`src/rtl/reorder_pkg.sv`:
```
// Shared constants for the argsort engine and the downstream 9-input gather
// stage. The gather stage imports N_ELEM and IDX_W from here so both sides
// agree on window size and index width.
//   N_ELEM     : elements per window
//   IDX_W      : width of one selection index
//   LAST_PHASE : final odd-even transposition phase (N_ELEM-1)
//   ST_*       : 2-bit FSM encoding IDLE/SORT/DONE
package reorder_pkg;
  localparam int N_ELEM     = 9;
  localparam int IDX_W      = 4;
  localparam int LAST_PHASE = 8;
  localparam int PHASE_W    = 4;
  localparam int N_PAIRS    = 4;   // compare-swap cells per phase

  localparam logic [1:0] ST_IDLE = 2'd0;
  localparam logic [1:0] ST_SORT = 2'd1;
  localparam logic [1:0] ST_DONE = 2'd2;
endpackage

```
`src/rtl/reorder_cas.sv`:
```
// Single combinational compare-and-swap cell. Takes an (a, b) key/tag pair,
// where a sits at the lower network position, and returns them in rank
// order. Equal keys never swap, which keeps the whole network stable.
//   descending     : 0 = smaller key ranks first, 1 = larger key first
//   key_a/tag_a    : lower-position element
//   key_b/tag_b    : higher-position element
//   key_lo/tag_lo  : element that ends up at the lower position
//   key_hi/tag_hi  : element that ends up at the higher position
import reorder_pkg::*;

module reorder_cas #(
  parameter int DATA_W = 8
) (
  input  logic              descending,
  input  logic [DATA_W-1:0] key_a,
  input  logic [IDX_W-1:0]  tag_a,
  input  logic [DATA_W-1:0] key_b,
  input  logic [IDX_W-1:0]  tag_b,
  output logic [DATA_W-1:0] key_lo,
  output logic [IDX_W-1:0]  tag_lo,
  output logic [DATA_W-1:0] key_hi,
  output logic [IDX_W-1:0]  tag_hi
);
  logic swap;

  // Strict compare: ties fall through as "no swap".
  assign swap   = descending ? (key_a < key_b) : (key_a > key_b);
  assign key_lo = swap ? key_b : key_a;
  assign tag_lo = swap ? tag_b : tag_a;
  assign key_hi = swap ? key_a : key_b;
  assign tag_hi = swap ? tag_a : tag_b;
endmodule

```
`src/rtl/sort_index_gen.sv`:
```
// Sequential argsort engine. Accepts a 9-key window on a valid/ready
// handshake, sorts it with 9 phases of odd-even transposition (one phase per
// cycle, four compare-swap cells shared across even/odd phases) and presents
// index_k = original position of the k-th ranked key.
//   clk, rst            : clock, synchronous active-high reset
//   in_valid/in_ready   : input handshake, in_ready only in IDLE and not in reset
//   data_in0..8         : keys, position k carries original index k
//   out_valid/out_ready : output handshake, result held until accepted
//   index0..8           : ranked original positions (permutation of 0..8)
import reorder_pkg::*;

module sort_index_gen #(
  parameter int DATA_W     = 8,
  parameter bit DESCENDING = 1'b0
) (
  input  logic              clk,
  input  logic              rst,
  input  logic              in_valid,
  output logic              in_ready,
  input  logic [DATA_W-1:0] data_in0,
  input  logic [DATA_W-1:0] data_in1,
  input  logic [DATA_W-1:0] data_in2,
  input  logic [DATA_W-1:0] data_in3,
  input  logic [DATA_W-1:0] data_in4,
  input  logic [DATA_W-1:0] data_in5,
  input  logic [DATA_W-1:0] data_in6,
  input  logic [DATA_W-1:0] data_in7,
  input  logic [DATA_W-1:0] data_in8,
  output logic              out_valid,
  input  logic              out_ready,
  output logic [IDX_W-1:0]  index0,
  output logic [IDX_W-1:0]  index1,
  output logic [IDX_W-1:0]  index2,
  output logic [IDX_W-1:0]  index3,
  output logic [IDX_W-1:0]  index4,
  output logic [IDX_W-1:0]  index5,
  output logic [IDX_W-1:0]  index6,
  output logic [IDX_W-1:0]  index7,
  output logic [IDX_W-1:0]  index8
);
  logic [1:0]         state_q, state_d;
  logic [PHASE_W-1:0] phase_q, phase_d;
  logic [DATA_W-1:0]  key_q [N_ELEM];
  logic [DATA_W-1:0]  key_d [N_ELEM];
  logic [DATA_W-1:0]  key_nx [N_ELEM];
  logic [IDX_W-1:0]   tag_q [N_ELEM];
  logic [IDX_W-1:0]   tag_d [N_ELEM];
  logic [IDX_W-1:0]   tag_nx [N_ELEM];
  logic [IDX_W-1:0]   idx_q [N_ELEM];
  logic [IDX_W-1:0]   idx_d [N_ELEM];
  logic [DATA_W-1:0]  data_in [N_ELEM];

  logic [DATA_W-1:0]  cas_ka [N_PAIRS];
  logic [DATA_W-1:0]  cas_kb [N_PAIRS];
  logic [IDX_W-1:0]   cas_ta [N_PAIRS];
  logic [IDX_W-1:0]   cas_tb [N_PAIRS];
  logic [DATA_W-1:0]  cas_klo [N_PAIRS];
  logic [DATA_W-1:0]  cas_khi [N_PAIRS];
  logic [IDX_W-1:0]   cas_tlo [N_PAIRS];
  logic [IDX_W-1:0]   cas_thi [N_PAIRS];

  assign data_in = '{data_in0, data_in1, data_in2, data_in3, data_in4,
                     data_in5, data_in6, data_in7, data_in8};

  assign in_ready  = (state_q == ST_IDLE) && !rst;
  assign out_valid = (state_q == ST_DONE);

  assign index0 = idx_q[0];
  assign index1 = idx_q[1];
  assign index2 = idx_q[2];
  assign index3 = idx_q[3];
  assign index4 = idx_q[4];
  assign index5 = idx_q[5];
  assign index6 = idx_q[6];
  assign index7 = idx_q[7];
  assign index8 = idx_q[8];

  // Even phase: cell g sorts (2g, 2g+1), element 8 bypasses.
  // Odd phase:  cell g sorts (2g+1, 2g+2), element 0 bypasses.
  for (genvar g = 0; g < N_PAIRS; g++) begin : g_cas
    assign cas_ka[g] = phase_q[0] ? key_q[2*g+1] : key_q[2*g];
    assign cas_ta[g] = phase_q[0] ? tag_q[2*g+1] : tag_q[2*g];
    assign cas_kb[g] = phase_q[0] ? key_q[2*g+2] : key_q[2*g+1];
    assign cas_tb[g] = phase_q[0] ? tag_q[2*g+2] : tag_q[2*g+1];

    reorder_cas #(.DATA_W(DATA_W)) u_cas (
      .descending (DESCENDING),
      .key_a      (cas_ka[g]),
      .tag_a      (cas_ta[g]),
      .key_b      (cas_kb[g]),
      .tag_b      (cas_tb[g]),
      .key_lo     (cas_klo[g]),
      .tag_lo     (cas_tlo[g]),
      .key_hi     (cas_khi[g]),
      .tag_hi     (cas_thi[g])
    );
  end

  // Scatter cell results back onto the element positions they came from.
  always_comb begin
    key_nx = key_q;
    tag_nx = tag_q;
    for (int g = 0; g < N_PAIRS; g++) begin
      if (phase_q[0]) begin
        key_nx[2*g+1] = cas_klo[g];
        tag_nx[2*g+1] = cas_tlo[g];
        key_nx[2*g+2] = cas_khi[g];
        tag_nx[2*g+2] = cas_thi[g];
      end else begin
        key_nx[2*g]   = cas_klo[g];
        tag_nx[2*g]   = cas_tlo[g];
        key_nx[2*g+1] = cas_khi[g];
        tag_nx[2*g+1] = cas_thi[g];
      end
    end
  end

  always_comb begin
    state_d = state_q;
    phase_d = phase_q;
    key_d   = key_q;
    tag_d   = tag_q;
    idx_d   = idx_q;
    case (state_q)
      ST_IDLE: begin
        if (in_valid) begin
          key_d   = data_in;
          for (int k = 0; k < N_ELEM; k++) tag_d[k] = IDX_W'(k);
          phase_d = '0;
          state_d = ST_SORT;
        end
      end
      ST_SORT: begin
        key_d = key_nx;
        tag_d = tag_nx;
        if (phase_q == PHASE_W'(LAST_PHASE)) begin
          // Indices only ever update here, so they are stable in every
          // other state including a stalled DONE.
          idx_d   = tag_nx;
          phase_d = '0;
          state_d = ST_DONE;
        end else begin
          phase_d = phase_q + 1'b1;
        end
      end
      ST_DONE: begin
        if (out_ready) state_d = ST_IDLE;
      end
      default: state_d = ST_IDLE;
    endcase
  end

  always_ff @(posedge clk) begin
    if (rst) begin
      state_q <= ST_IDLE;
      phase_q <= '0;
      for (int k = 0; k < N_ELEM; k++) begin
        key_q[k] <= '0;
        tag_q[k] <= IDX_W'(k);
        idx_q[k] <= IDX_W'(k);
      end
    end else begin
      state_q <= state_d;
      phase_q <= phase_d;
      key_q   <= key_d;
      tag_q   <= tag_d;
      idx_q   <= idx_d;
    end
  end
endmodule

```
`config.mk`:
```
export PLATFORM = sky130hd
export DESIGN_NAME = sort_index_gen
export DESIGN_NICKNAME = d
export VERILOG_FILES = /design/src/rtl/reorder_pkg.sv /design/src/rtl/reorder_cas.sv /design/src/rtl/sort_index_gen.sv
export SDC_FILE = /design/constraint.sdc
export NUM_CORES = 1
export LEC_CHECK = 0
export CORE_MARGIN = 3
export CORE_UTILIZATION = 30
export DETAILED_ROUTE_END_ITERATION = 7
export REMOVE_ABC_BUFFERS = 1
export SYNTH_ARGS = -nofsm -noshare
export SYNTH_HDL_FRONTEND = slang
export SYNTH_HIERARCHICAL = 1
export SYNTH_SLANG_ARGS = --single-unit
```
`constraint.sdc`:
```
create_clock -name clk -period 8.7 [get_ports clk]
set_input_delay 1.74 -clock clk [delete_from_list [all_inputs] [get_ports clk]]
set_output_delay 1.74 -clock clk [all_outputs]
set_load 0.02 [all_outputs]
```
; After elaboration in Yosys (flattened, before gate mapping)
; Cells that the tools add are included.
[word_totals]
register_bits = 150
mem_bits_ro = 0
latch_bits = 0
n_memories = 0
output_inout_bits = 38
wordCells = 112
ramBits = 0
[op_classes]
n_div = 0
n_bitwise = 0
n_shift = 0
eq_ne = 8
order_cmp = 4
n_mux = 61
addsub = 1
mul = 0
n_reduce_logical = 9
[ops]
columns = operator, count
row1 = 2-to-1 mux 8 bit, 25
row2 = case mux 72 bit (2 select lines), 1
row3 = 2-to-1 mux 4 bit, 27
row4 = 2-to-1 mux 72 bit, 1
row5 = case mux 36 bit (2 select lines), 1
row6 = 2-to-1 mux 36 bit, 1
row7 = greater-than comparator 8 bit, 4
row8 = AND reduction 3 bit, 3
row9 = inequality test 2 bit (second input constant), 4
row10 = case mux 4 bit (2 select lines), 1
row11 = 2-to-1 mux 2 bit, 3
row12 = case mux 2 bit (3 select lines), 1
row13 = adder 4 x 1 -> 4 bit (second input constant), 1
row14 = == test 4 bit (second input constant), 1
row15 = AND reduction 2 bit, 2
row16 = == test 2 x 1 -> 1 bit (second input constant), 1
row17 = == test 2 bit (second input constant), 1
row18 = zero test 2 bit, 1
row19 = inequality test 2 x 1 -> 1 bit (second input constant), 1
row20 = nonzero test 2 bit, 1
row21 = logical AND 1 bit, 1
row22 = zero test 1 bit, 1

; Longest topological paths before layout
; Gate-level depths: netlist (run 1).
[logic_depth]
word_depth = 5
mapped_depth = 18
ltp_nobuf = 12

; Cells and area by module
; Netlist (run 1), hierarchy kept.
[by_module_without_submodules]
columns = module, cells_each, area_each_um2, n_inst
row1 = sort_index_gen, 869, 8249.2, 1
row2 = reorder_cas, 59, 624.3, 4

; Worst setup path before layout (run 1)
; OpenSTA, ideal clock, no wires.
[synth_timing]
kind = input to output
start = input port rst
end = output port in_ready
slack_ns = 4.422
n_path_buf = 2
arrival_time_ns = 2.538
stages = 3
cell_sequence = buf_2 clkbuf_1 nor3_1
[synth_via]
elab_chain_len = 2
[synth_rtl]
columns = element, line_no
row1 = from (decl), sort_index_gen.sv:17  ; input logic rst,
row2 = zero test 1 bit, sort_index_gen.sv:65  ; assign in_ready = (state_q == ST_IDLE) && !rst;
row3 = logical AND 1 bit, sort_index_gen.sv:65
row4 = to (decl), sort_index_gen.sv:19  ; output logic in_ready,
; No other way between the ends.

==> metrics.txt, run 1 <==
mean routed wirelength per cell 17.6 um; largest net degree at the start of global routing about 80; row cnt around 70; Initial Utilization 30.8%; WP data arrival 5060 ps; dpl cells roughly 1600; Hold WS between 400 and 500 ps; FF+latch count, synth 150; Global Route Usage Sum 14.9%; Final ANT Viol Nets 0; Synth Flop Type dfxtp_1; critical path endpoint index4[2]; RR Endpoint index4[2]; final count of pins violating max slew 0; Ports around 110; grt total ovfl 0; overall power between 2000 and 2500 uW; DR DRC count 0; vias in the first global route roughly 8400; CP Max Fanout between 40 and 50; Syn Std Cell Area around 0.011 mm^2; # resized after CTS 0; Post-Syn Area per Cell ~9.7 um^2; DRT iter0 DRCs 540; Max VDD drop about 140 uV; max frequency 210 MHz; fin cells 1635; Period Utilization, post-route between 50% and 60%; type of the tightest min-delay check register to register; leak pwr between 0.004 and 0.005 uW; post-route minimum period approximately 4800 ps; final WL slightly below 30 mm; first-pass GRT wire length roughly 46 mm; startpoint class of the critical path register; Fin Setup TNS 0 ps; PwrDens slightly below 200 mW/mm^2; Die X a little under 200 um; vias about 8400; hold buffer count at CTS 0; Detail Placement HPWL 19.4 mm; First-pass DRT Iterations 5; # diodes 0; CTS Sinks 150; Synth async-reset ratio 0%; final design utilization 35.9%; CTS tree yes; Netlist cell types 50; CP Capture Type register; unrepaired setup endpoints after global routing no; setup violators final 0; Min-Delay Startpoint key_q[5]; clk buf depth 2; Worst-Margin Slew 1120 ps; vias per cell between 5 and 6; Req. time, crit path ~9000 ps; worst r2r src phase_q[0]; Layout area overhead 16.5%; GP Congestion just under 0.8; H-tree depth 4; outcome completed; layout cells sized above 1 between 20 and 25%; clock latency on the worst-skew pair around 430 ps; clock root cell clkbuf_16; maximum capacitance violations 0; Clock Skew 8.02 ps; initial antenna violation count 1; final hold viol count 0; CP startpoint phase_q[0]; EDFF count, synth 0; Setup CP Type register to register; Worst R2R Path Depth 12; FF-to-FF setup slack just under 4000 ps; number of nets in the layout between 1000 and 1500; Die H approximately 200 um; Port Buffer Count roughly 110; Seq/Total Area, Yosys 27.9%; synth warn 6; full die area between 0.03 and 0.04 mm^2; Rel. slew slack between 20 and 30%; Post-CTS Setup Inserts 0; Cells after Synth between 1000 and 1500; clock buffer count from CTS 17; core area 0.0349 mm^2; Reg clk slew, reported paths 60 ps
-- state kept, by name, indices dropped and copies added (netlist names) --
name,count
index8,4
index0,4
index7,4
index2,4
index1,4
tag_q,36
index5,4
state_q,2
key_q,72
phase_q,4
index6,4
index4,4
index3,4
-- worst min path at each step --
stage | cells past startpoint | to | slack [ps]
6_report | 2 | key_q[5] | 460
5_1_grt | 2 | key_q[2] | 500
4_1_cts | 2 | key_q[4] | 460
3_5_place_dp | 2 | key_q[4] | 440
3_3_place_gp | 2 | key_q[7] | 440
2_1_floorplan | 2 | key_q[0] | 420
-- worst max-delay path: stages, from the launching register on --
cell and delay [ps]:
dfxtp_4 770, buf_4 650, mux2_2 440, ha_1 310
nand4_1 130, nand2b_1 170, a211oi_1 230, a211o_1 590
buf_4 380, mux2_4 330, mux2_2 290, nor4_1 210
a21oi_1 70
-- layout by cell type, fill, tap and decap left out, types with 2 or more instances in the layout --
cell / netlist / layout
clkbuf_16: 0 / 18
nand4b_1: 7 / 7
o31a_1: 6 / 6
o22ai_1: 19 / 19
nand2b_1: 70 / 70
nor2b_1: 6 / 5
mux2_2: 127 / 127
o21ai_0: 16 / 16
nor4_1: 7 / 7
clkinv_2: 0 / 2
o211ai_1: 10 / 10
nor2_1: 31 / 31
inv_6: 0 / 2
clkinvlp_4: 0 / 3
a22oi_1: 20 / 20
and2_0: 4 / 4
nor3b_1: 3 / 3
a32o_1: 56 / 56
nor3_1: 38 / 38
nand2_1: 78 / 78
dfxtp_1: 150 / 149
a211o_1: 4 / 4
a21oi_1: 49 / 49
mux2_4: 80 / 80
clkdlybuf4s50_1: 0 / 112
nand3_1: 4 / 4
a211oi_1: 27 / 27
nand4_1: 9 / 9
nand3b_1: 6 / 6
buf_4: 22 / 18
o21a_1: 4 / 4
a21o_1: 6 / 6
inv_1: 51 / 51
or3b_1: 2 / 2
conb_1: 1 / 12
nor2b_4: 1 / 2
ha_1: 34 / 34
mux2i_1: 70 / 70
clkbuf_8: 0 / 4
-- synthesized netlist by cell type, types with 6 or more instances --
| library cell | count | area share (%) |
|---|---|---|
| nor4_1 | 7 | 0.41 |
| nand2b_1 | 70 | 4.1 |
| a21oi_1 | 49 | 2.3 |
| nor3_1 | 38 | 1.8 |
| buf_4 | 22 | 1.5 |
| nand4b_1 | 7 | 0.57 |
| mux2_2 | 127 | 13 |
| nor2_1 | 31 | 1.1 |
| clkbuf_1 | 16 | 0.56 |
| nand4_1 | 9 | 0.52 |
| buf_6 | 12 | 1.3 |
| dfxtp_1 | 150 | 28 |
| mux2_4 | 80 | 11 |
| a22oi_1 | 20 | 1.4 |
| nand3b_1 | 6 | 0.42 |
| nand2_1 | 78 | 2.7 |
| nor2b_1 | 6 | 0.35 |
| o31a_1 | 6 | 0.49 |
| buf_2 | 38 | 1.8 |
| a21o_1 | 6 | 0.42 |
| inv_1 | 51 | 1.8 |
| a32o_1 | 56 | 5.2 |
| buf_12 | 8 | 1.5 |
| o211ai_1 | 10 | 0.70 |
| o21ai_0 | 16 | 0.75 |
| a211oi_1 | 27 | 1.9 |
| ha_1 | 34 | 4.0 |
| mux2i_1 | 70 | 6.5 |
| o22ai_1 | 19 | 1.1 |
-- cell families (layout without fill, tap and decap cells) --
family / Yosys count / count (layout) / synth area share (%)
buffers and inverters: 149 / 213 / 8.48
and+or+nand+nor: 273 / 273 / 13.4
muxes: 277 / 277 / 31.0
DFF: 150 / 150 / 27.9
AOI/OAI and AO/OA: 221 / 221 / 15.2
adders and majority gates: 34 / 34 / 3.96
other: 1 / 12 / 0.0349
-- through the flow --
stage	worst slack [ps]	instance area, um^2
floorplan	-396	10100
global placement	4090	11900
detailed placement	3970	11900
CTS	3940	12500
global route	3660	12500
finish	3940	12500
-- power breakdown --
part	leakage, uW	internal, uW	switching [uW]
registers	0.00123	734	39.9
logic	0.00319	464	434
clock network	0.000287	443	313
total	0.00470	1640	787
-- final cells by class --
class,instances,area (um^2)
timing repair buffer,130,1260
multi-input combinational,817,6900
sequential,150,3010
fill,3584,22400
inverter,51,191
clock inverter,9,88.8
tap,455,569
clock buffer,23,509
-- layer usage --
layer,share of wire [%],global-route usage (%)
met1,48,20.9
met2,46,24.0
met3,4.6,2.81
met4,0.77,2.85
met5,0,0
No activity file was read; power rests on OpenSTA's default activity.
==> run 2: changes to the inputs <==
clock period = 4.8 ns   (was 8.7 ns; I/O delays follow)
==> metrics.txt, run 2 (synthesized netlist as in run 1, its figures left out) <==
outcome completed; Most flops, register key_q; Max VDD drop between 200 and 300 uV; Worst-Margin Slew around 1100 ps; # resized after CTS 0; setup violators final 0; layout cells sized above 1 22.6%; vias in the first global route 8386; Largest regs key_q: 72 flops, tag_q: 36 flops; core area 0.0349 mm^2; Cell Int Power between 2000 and 3000 uW; Top delay family on crit path compound AO/OA/AOI/OAI gates; vias per cell 5.13; max frequency 249 MHz; Crit path buffers/inverters 2; initial antenna violation count 0; CTS tree yes; number of nets in the layout roughly 1300; Setup CP Type register to register; Sequential Power Share 32.5%; CP Capture Type register; Final ANT Viol Nets 0; clock root cell clkbuf_16; most frequent cells in the layout dfxtp_1 (149), mux2_2 (127), clkdlybuf4s50_1 (112); clock buffer count from CTS 17; Largest register FFs about 70; Rel. slew slack approximately a quarter; switching share of power 33.3%; FF-to-FF setup slack 790 ps; leak pwr roughly 0.0047 uW; full die area 0.0381 mm^2; unrepaired setup endpoints after global routing no; startpoint class of the critical path register; WP data arrival about 4300 ps; largest net degree at the start of global routing 110; grt total ovfl 0; worst path cell trace buf_12, mux2_2, ha_1, nand4_1, nand2b_1, a211oi_1, a211o_1, buf_4, mux2_2, mux2i_1, nand2_1, a32o_1; first-pass GRT wire length approximately 46 mm; clk buf depth 2; mean routed wirelength per cell roughly 17 um; final hold viol count 0; H-tree depth 4; Psw 1430 uW; Die H a little under 200 um; DRT iter0 DRCs 459; overall power about 4300 uW; row cnt 68; Port Buffer Count between 100 and 150; final count of pins violating max slew 0; CP Max Fanout 59; First-pass DRT Iterations 5; CP most frequent cell mux2_2; Comb pwr share roughly 39%; clock latency on the worst-skew pair between 400 and 500 ps; # diodes 0; Max stage delay on crit path 540 ps; most common cell after layout, fill and taps aside dfxtp_1; Detail Placement HPWL 19.2 mm; Die X 195 um; Period Utilization, post-route between 80 and 90%; hold buffer count at CTS 0; post-route minimum period between 4000 and 5000 ps; GP Congestion slightly below 0.8; maximum capacitance violations 0; Fin Setup TNS 0 ps; Global Route Usage Sum 14.8%; CTS Sinks 150; vias 8415; Clk pwr share about 29%; Initial Utilization between 30% and 40%; Req. time, crit path 5120 ps; Ports 114; Clock Skew ~12 ps; DR DRC count 0; Reg clk slew, reported paths about 70 ps; Layout area overhead 16.5%; Post-CTS Setup Inserts 0; critical path's slowest cell a211o_1; final WL ~29 mm; PwrDens around 340 mW/mm^2; type of the tightest min-delay check register to register
-- run 2: cell types whose count changed in the layout (fill, tap and decap cells not counted) --
cell / change
clkbuf_8: -3
clkbuf_1: +1
clkbuf_16: -1
inv_6: -1
buf_12: +3
buf_4: +2
clkinv_2: +1
clkinv_4: +3
bufinv_16: -1
-- run 2: worst paths after layout --
path | from | to | cells past startpoint
setup / recovery | phase_q[0] | key_q[15] | 12
hold / removal | key_q[69] | key_q[69] | 2
setup reg to reg | phase_q[0] | key_q[15] | 12
hold reg to reg | key_q[69] | key_q[69] | 2
-- run 2: power by group through the flow --
stage	logic [uW]	registers [uW]	clock network, uW
4_1_cts	1660	1390	1280
2_1_floorplan	1290	1430	0
6_report	1650	1400	1240
3_5_place_dp	1650	1420	0
5_1_grt	1810	1410	1320
3_3_place_gp	1610	1420	0
-- run 2: area by class of cell --
cell class,count,area (um^2)
clock buffers,20,447
clock inverters,11,81.3
fillers,3491,22400
inverters,51,191
multi-input cells,817,6900
flip-flops and latches,150,3010
well taps,455,569
repair buffers,135,1330
-- run 2: through the flow --
stage / setup slack (ps) / area, um^2 / util (%) / hold slack, ps / instances
after floorplan: -4300 / 10100 / - / 422 / 1018
after global placement: 953 / 12000 / 34.4 / 444 / 1608
after detailed placement: 842 / 12000 / 34.4 / 444 / 1608
after CTS: 798 / 12500 / 35.9 / 457 / 1639
after global routing: 489 / 12500 / 35.9 / 494 / 1639
final: 791 / 12500 / 35.9 / 457 / 1639
-- run 2: layer usage --
metal / global-route usage [%] / up-vias / routed length (um)
met4: 3.17 / 0 / 295
met2: 23.6 / 193 / 13100
met1: 20.7 / 4025 / 14000
met3: 2.90 / 19 / 1260
met5: 0 / - / 0
li1: - / 4178 / -
-- run 2: worst min-delay path, delay by kind of cell (launching register included) --
family	cells	cell delay [ps]
AOI/OAI and AO/OA	1	60
DFF	1	300
buffers and inverters	1	60
==> run 3: changes to the inputs <==
clock period = 3.9 ns   (was 4.8 ns; I/O delays follow)
==> metrics.txt, run 3 (synthesized netlist as in run 1, its figures left out) <==
vias approximately 8600; final WL between 20 and 30 mm; largest net degree at the start of global routing 79; Initial Utilization 30.8%; FF-to-FF setup slack 340 ps; maximum capacitance violations 0; Top delay family on crit path multiplexers; Rel. slew slack 31.7%; Worst R2R Path Depth 12; Worst-Margin Slew approximately 1000 ps; Clk pwr share ~31%; Layout area overhead 18.7%; CP Capture Type register; RR Endpoint key_q[47]; Psw 1800 uW; Clock Skew 11.1 ps; initial antenna violation count 1; overall power roughly 5500 uW; Die X roughly 200 um; WP data arrival between 3000 and 4000 ps; Req. time, crit path between 4000 and 5000 ps; H-tree depth 4; Ports roughly 110; core area between 0.03 and 0.04 mm^2; Most flops, register key_q; row cnt 68; critical path endpoint key_q[47]; final count of pins violating max slew 0; # resized after CTS 0; switching share of power 32.5%; Final ANT Viol Nets 0; number of nets in the layout approximately 1300; clk buf depth 2; vias per cell around 5.2; DR DRC count 0; CP startpoint phase_q[0]; CP Max Fanout 24; DRT iter0 DRCs 416; type of the tightest min-delay check register to register; full die area 0.0381 mm^2; Max stage delay on crit path 620 ps; Crit path buffers/inverters 2; CTS tree yes; Global Route Usage Sum between 10% and 20%; post-route minimum period 3560 ps; clock latency on the worst-skew pair 440 ps; max frequency ~280 MHz; CP most frequent cell mux2_2; worst path cell trace buf_12, mux2_2, ha_1, nand4_1, nand2b_1, a211oi_1, a211o_1, buf_4, mux2_2, mux2i_1, nand2_1, a32o_1; critical path's slowest cell dfxtp_4; first-pass GRT wire length approximately 46 mm; Sequential Power Share 31.1%; unrepaired setup endpoints after global routing no; PwrDens 434 mW/mm^2; Die H between 150 and 200 um; CTS Sinks 150; grt total ovfl 0; fin cells about 1700; setup violators final 0; stages on the worst setup path 12; Fin Setup TNS 0 ps; clock root cell clkbuf_16; GP Congestion 0.791; Port Buffer Count ~110; Max VDD drop 318 uV; Reg clk slew, reported paths 70 ps; startpoint class of the critical path register; Largest register FFs 72; most frequent cells in the layout dfxtp_1 (149), mux2_2 (127), clkdlybuf4s50_1 (112); Setup CP Type register to register; vias in the first global route about 8500; dpl cells roughly 1600; worst r2r src phase_q[0]; Cell Int Power approximately 3700 uW; clock buffer count from CTS 17; final hold viol count 0; First-pass DRT Iterations 5; outcome completed; leak pwr a little under 0.005 uW; Largest regs key_q: 72 flops, tag_q: 36 flops; Detail Placement HPWL 19.9 mm; mean routed wirelength per cell 17.8 um; Period Utilization, post-route 91.2%; layout cells sized above 1 a little under a quarter; most common cell after layout, fill and taps aside dfxtp_1; Comb pwr share between 30% and 40%
run 3: through the flow:
| stage | cell area (um^2) | util, % | hold slack [ps] | worst slack, ps |
|---|---|---|---|---|
| global route | 12800 | 36.6 | 470 | 100 |
| global placement | 12100 | 34.8 | 445 | 276 |
| detailed placement | 12100 | 34.8 | 447 | 201 |
| floorplan | 10100 | - | 422 | -5200 |
| finish | 12800 | 36.6 | 458 | 342 |
| CTS | 12700 | 36.5 | 460 | 171 |
run 3: worst min-delay path by stage:
stage,start,to,slack [ps],depth (start not counted)
floorplan,key_q[0],key_q[0],420,2
global placement,key_q[3],key_q[3],450,2
detailed placement,key_q[5],key_q[5],450,2
CTS,key_q[5],key_q[5],460,2
global route,key_q[1],key_q[1],470,2
finish,key_q[6],key_q[6],460,2
run 3: cell type report:
class	count	area, um^2
diodes	1	2.50
multi-input cells	817	6890
well taps	455	569
flip-flops and latches	150	3010
inverters	51	191
clock inverters	11	124
clock buffers	21	470
fillers	3528	22100
repair buffers	147	1500
run 3: per-layer routing:
layer  GRT usage [%]  share of wire (%)  up-vias
met5               0                  0        -
met2            24.4                 47      197
li1                -                  -     4205
met3            2.86                4.8       19
met1            20.5                 47     4157
met4            3.12               0.93        0
run 3: power groups by stage:
stage / sequential [uW] / clock [uW] / combinational, uW
floorplan: 1760 / 0 / 1590
global placement: 1760 / 0 / 2030
detailed placement: 1760 / 0 / 2080
CTS: 1730 / 1750 / 2090
global route: 1730 / 1810 / 2280
finish: 1720 / 1720 / 2100
run 3: worst reg2reg max path: cells and delay by family (launching register included):
| family | cells | cell delay [ps] |
|---|---|---|
| AO/OA/AOI/OAI | 3 | 660 |
| adder cells (fa/ha/maj) | 1 | 320 |
| buffers and inverters | 2 | 500 |
| flip-flops | 1 | 620 |
| multiplexers | 3 | 910 |
| AND/OR/NAND/NOR | 3 | 440 |
run 3: what timing repair did:
| item | 4_1_cts | 5_1_grt |
|---|---|---|
| endpoints found under the hold margin | 0 | 0 |
| setup buffers | 0 | 1 |
| setup endpoints to repair | 0 | 11 |
| hold buffers | 0 | 0 |
